## src/rtl/handshake_pkg.sv

```systemverilog
// Shared encodings for the handshake datapath blocks.
package handshake_pkg;

    localparam int unsigned MODE_CONST = 0;
    localparam int unsigned MODE_STEP  = 1;

    typedef enum logic {
        SLOT_EMPTY = 1'b0,
        SLOT_FULL  = 1'b1
    } slot_state_t;

endpackage

```

## src/rtl/handshake_slot_1.sv

```systemverilog
// Generic one-slot register with full throughput: a new token may enter
// in the same cycle the held one drains.
module handshake_slot_1
    import handshake_pkg::*;
#(
    parameter int unsigned DATA_WIDTH = 32
) (
    input  logic                  clk,
    input  logic                  rst,
    input  logic [DATA_WIDTH-1:0] ins,
    input  logic                  ins_valid,
    output logic                  ins_ready,
    output logic [DATA_WIDTH-1:0] outs,
    output logic                  outs_valid,
    input  logic                  outs_ready
);

    slot_state_t           state;
    slot_state_t           state_nxt;
    logic [DATA_WIDTH-1:0] data_q;
    logic                  full;
    logic                  accept;

    assign full      = (state == SLOT_FULL);
    assign ins_ready = !full || outs_ready;
    assign accept    = ins_valid && ins_ready;

    always_ff @(posedge clk or posedge rst) begin
        if (rst) begin
            state  <= SLOT_EMPTY;
            data_q <= '0;
        end else begin
            state <= state_nxt;
            if (accept) begin
                data_q <= ins;
            end
        end
    end

    // Accept wins over drain so a simultaneous drain+accept stays full.
    always_comb begin
        state_nxt = state;
        if (accept) begin
            state_nxt = SLOT_FULL;
        end else if (full && outs_ready) begin
            state_nxt = SLOT_EMPTY;
        end
    end

    assign outs       = data_q;
    assign outs_valid = full;

endmodule

```

## src/rtl/handshake_constant_gen.sv

```systemverilog
// Per-token constant / arithmetic-sequence source: one data token out per
// accepted control token, with an optional one-slot output register.
module handshake_constant_gen
    import handshake_pkg::*;
#(
    parameter int unsigned DATA_WIDTH = 32,
    parameter int unsigned VALUE      = 1000,
    parameter int unsigned MODE       = 0,
    parameter int unsigned STRIDE     = 1,
    parameter int unsigned LIMIT      = 0,
    parameter int unsigned OUT_REG    = 1,
    parameter int unsigned CNT_WIDTH  = 16
) (
    input  logic                  clk,
    input  logic                  rst,
    input  logic                  ctrl_valid,
    output logic                  ctrl_ready,
    output logic [DATA_WIDTH-1:0] outs,
    output logic                  outs_valid,
    input  logic                  outs_ready,
    output logic [CNT_WIDTH-1:0]  tok_cnt
);

    localparam logic [DATA_WIDTH-1:0] START_VAL = DATA_WIDTH'(VALUE);
    localparam logic [DATA_WIDTH-1:0] STEP_VAL  = DATA_WIDTH'(STRIDE);
    localparam logic [CNT_WIDTH-1:0]  LAST_IDX  = (LIMIT == 0) ? '0 : CNT_WIDTH'(LIMIT - 1);
    localparam logic [CNT_WIDTH-1:0]  CNT_ONE   = CNT_WIDTH'(1);

    logic [DATA_WIDTH-1:0] cur_val;
    logic [CNT_WIDTH-1:0]  idx;
    logic                  accept;

    assign accept = ctrl_valid && ctrl_ready;

    // Generator state advances only on an accepted control token.
    always_ff @(posedge clk or posedge rst) begin
        if (rst) begin
            cur_val <= START_VAL;
            idx     <= '0;
            tok_cnt <= '0;
        end else if (accept) begin
            tok_cnt <= tok_cnt + CNT_ONE;
            if (MODE == MODE_STEP) begin
                if ((LIMIT != 0) && (idx == LAST_IDX)) begin
                    idx     <= '0;
                    cur_val <= START_VAL;
                end else begin
                    idx     <= idx + CNT_ONE;
                    cur_val <= cur_val + STEP_VAL;
                end
            end
        end
    end

    generate
        if (OUT_REG != 0) begin : g_reg
            handshake_slot_1 #(
                .DATA_WIDTH(DATA_WIDTH)
            ) u_slot (
                .clk       (clk),
                .rst       (rst),
                .ins       (cur_val),
                .ins_valid (ctrl_valid),
                .ins_ready (ctrl_ready),
                .outs      (outs),
                .outs_valid(outs_valid),
                .outs_ready(outs_ready)
            );
        end else begin : g_pass
            // Ready is taken from the consumer only, never from ctrl_valid.
            assign outs       = cur_val;
            assign outs_valid = ctrl_valid;
            assign ctrl_ready = outs_ready;
        end
    endgenerate

endmodule

```

## config.mk

```make
export PLATFORM = sky130hd
export DESIGN_NAME = handshake_constant_gen
export DESIGN_NICKNAME = d
export VERILOG_FILES = /design/src/rtl/handshake_pkg.sv /design/src/rtl/handshake_slot_1.sv /design/src/rtl/handshake_constant_gen.sv
export SDC_FILE = /design/constraint.sdc
export NUM_CORES = 1
export LEC_CHECK = 0
export CAP_MARGIN = 5
export CELL_PAD_IN_SITES_DETAIL_PLACEMENT = 0
export CELL_PAD_IN_SITES_GLOBAL_PLACEMENT = 1
export CORE_MARGIN = 8
export CORE_UTILIZATION = 25
export DETAILED_ROUTE_END_ITERATION = 10
export PLACE_DENSITY = 0.74
export SLEW_MARGIN = 30
export SYNTH_ARGS = -nofsm -noshare
export SYNTH_HDL_FRONTEND = slang
export SYNTH_SLANG_ARGS = --single-unit
```

## constraint.sdc

```tcl
create_clock -name clk -period 1.4 [get_ports clk]
set_input_delay 0.42 -clock clk [delete_from_list [all_inputs] [get_ports clk]]
set_output_delay 0.42 -clock clk [all_outputs]
set_load 0.01 [all_outputs]
```

==> reports/results.txt <==
pwr dens: 1255 nW/um^2
Worst R2R Start: tok_cnt[3]
worst hold start: tok_cnt[15]
Max Clock Skew: 0.002169 ns
Vert. Die Dim: 80.14 um
share of layout cells above drive strength 1: 30.82%
RSZ-0062 raised after global routing: true
CP Class: reg2reg
r2r worst-path depth: 4
Worst R2R Setup Slack: 0.03 ns
clk_lat worst skew: 0.25 ns
Mapped Avg Cell Area: 10.39 um^2
total routed wirelength: 2.258 mm
dpl cell area: 1304 um^2
fin. max-slew vios: 0
Via density: 3.724
Setup Viol. Count Final: 0
Area growth, synth to finish: 36.62%
initial core utilization: 25.90%
max_cap viols: 0
post-route ant nets: 0
Worst Hold Path Cells: 1
f_max: 732.4 MHz
sequential area share after synthesis: 41.36%
Core Region: 3971 um^2
placer congestion estimate: 0.7977
diodes inserted: 0
# DRC: 0
Critical Path AT: 1.50 ns
Clock Pin Slew Worst Setup and Hold Paths: 0.06 ns
CTS root buf: clkbuf_8
fin area: 1405 um^2
setup TNS: 0 ns
Synth Warn #: 32
CP endpoint kind: flip-flop
minimum clock period: 1.365 ns
Hold Path Class: reg2reg
fin nets: 152
largest net degree at the start of global routing: 18
Max IR drop VDD: 0.0007317 V
IO Pins: 54
ranking of synthesized cells by area: dfrtp_1 (41%), buf_4 (23%), xnor2_1 (7.7%)
cells after synthesis: 99
Min Hold Slack: 0.4633 ns
area of the multi-input gates: 496.7 um^2
initial antenna violation count: 0
top-count cell post-synth: buf_4
Avg WL per Cell: 11.52 um
Detailed Place HPWL: 1.823 mm
global-route wire length before repair: 3.318 mm
GRT Overall Usage: 6.406%
area leader, netlist: dfrtp_1
crit-path max FO: 6
Final Cycle Share: 97.52%
Final Hold Fails: 0
drt first pass iters: 2
P_leak: 0.7465 nW
filler instances: 421
CTS tree: built
Finished Core Util: 35.38%
async set-reset flop share out of synthesis: 100.0%
Worst EP required: 1.53 ns
via count: 730
Worst Hold End: tok_cnt[15]
total CTS buffers: 3
Post-CTS Hold Buffers: 0
Die W: 80.14 um
vias in the first global route: 776
FF+latch area: 429.2 um^2
H-tree depth: 1
die area: 6422 um^2
final global-route overflow total: 0
Port Buf Inserts: 21
Critical Path Source Type: flip-flop
share of the synthesized area in the top cell type: 41.36%
status: finished clean
First DRT Iteration DRCs: 23
Top FF cell, synth: dfrtp_1
mapped cell area: 1028 um^2
worst r2r dst: tok_cnt[11]
Sink Count: 17
synth cell count leaders: buf_4 (32), dfrtp_1 (17), nand2_1 (11)
buffer depth of the longest clock path: 2
Post-synth EDFFs: 0
Cell variety after synth: 21
Pwr Total: 0.001764 W
Synth Register Bits: 17
row count: 23
## layout make-up
cell class,count,area share [%]
Multi-Input combinational cell,79,35.35
Sequential cell,17,30.54
Timing Repair Buffer,44,25.82
Inverter,2,0.5343
Tap cell,50,4.452
Clock buffer,3,2.939
Clock inverter,1,0.3562
## critical path: stages (launching register included)
cell and delay, ns:
dfrtp_2 0.42, nand3_2 0.11, nor4b_4 0.40, nand4_1 0.17
xnor2_1 0.15
## logic make-up after synthesis
kind of cell / count (synthesis) / synth area share, %
flip-flops: 17 / 41.36
adder cells (fa/ha/maj): 1 / 1.216
AND/OR/NAND/NOR: 30 / 18.37
XOR/XNOR: 15 / 13.50
other: 1 / 0.3646
buffers and inverters: 34 / 24.09
multiplexers: 1 / 1.095
## what timing repair did
item	in CTS	in global routing
cloned	0	0
endpoints found under the setup margin	32	13
gates resized for setup	34	5
pin swaps	3	8
buffers inserted	3	4
## worst max path at each step
stage	startpoint	to	slack [ns]	cells past startpoint
detailed placement	outs_ready	ctrl_ready	-0.54	3
finish	tok_cnt[3]	tok_cnt[11]	0.03	4
global placement	outs_ready	ctrl_ready	-0.54	3
floorplan	tok_cnt[5]	tok_cnt[14]	0.02	4
global route	tok_cnt[3]	tok_cnt[11]	-0.06	4
CTS	tok_cnt[8]	tok_cnt[8]	0.007	1
## power by group
group | leakage (nW) | internal [W] | switching, W
clock | 0.0255 | 0.000197 | 0.000160
combinational | 0.503 | 0.000363 | 0.000303
sequential | 0.218 | 0.000602 | 0.000138
## flip-flops by register name (all words and copies together) (netlist names)
register	count
g_reg.u_slot.outs_valid	1
tok_cnt	16
## stage by stage
stage	instances	setup WS, ns
final	196	0.03471
after global routing	196	-0.06412
after CTS	192	0.006750
after detailed placement	185	-0.5357
after global placement	185	-0.5364
after floorplan	130	0.02107
## cell usage in the layout, fill, tap and decap left out, types with 2 or more instances in the layout
master	instances
and3_1	3
buf_4	22
clkbuf_8	3
clkdlybuf4s15_1	7
conb_1	32
dfrtp_1	14
dfrtp_2	3
dlygate4sd2_1	11
nand2_1	11
nand3_2	2
nand4_1	2
nor2_1	3
xnor2_1	9
xor2_1	5
## layer usage
metal	GRT usage, %	up-vias	share of wire, %	wire, um
li1	-	347	-	-
met1	6.312	349	38	857
met2	11.64	31	52	1174
met3	2.679	3	9.3	209
met4	2.364	0	0.71	16
met5	0	-	0	0
Note: power is estimated with default switching activity, not from simulation.
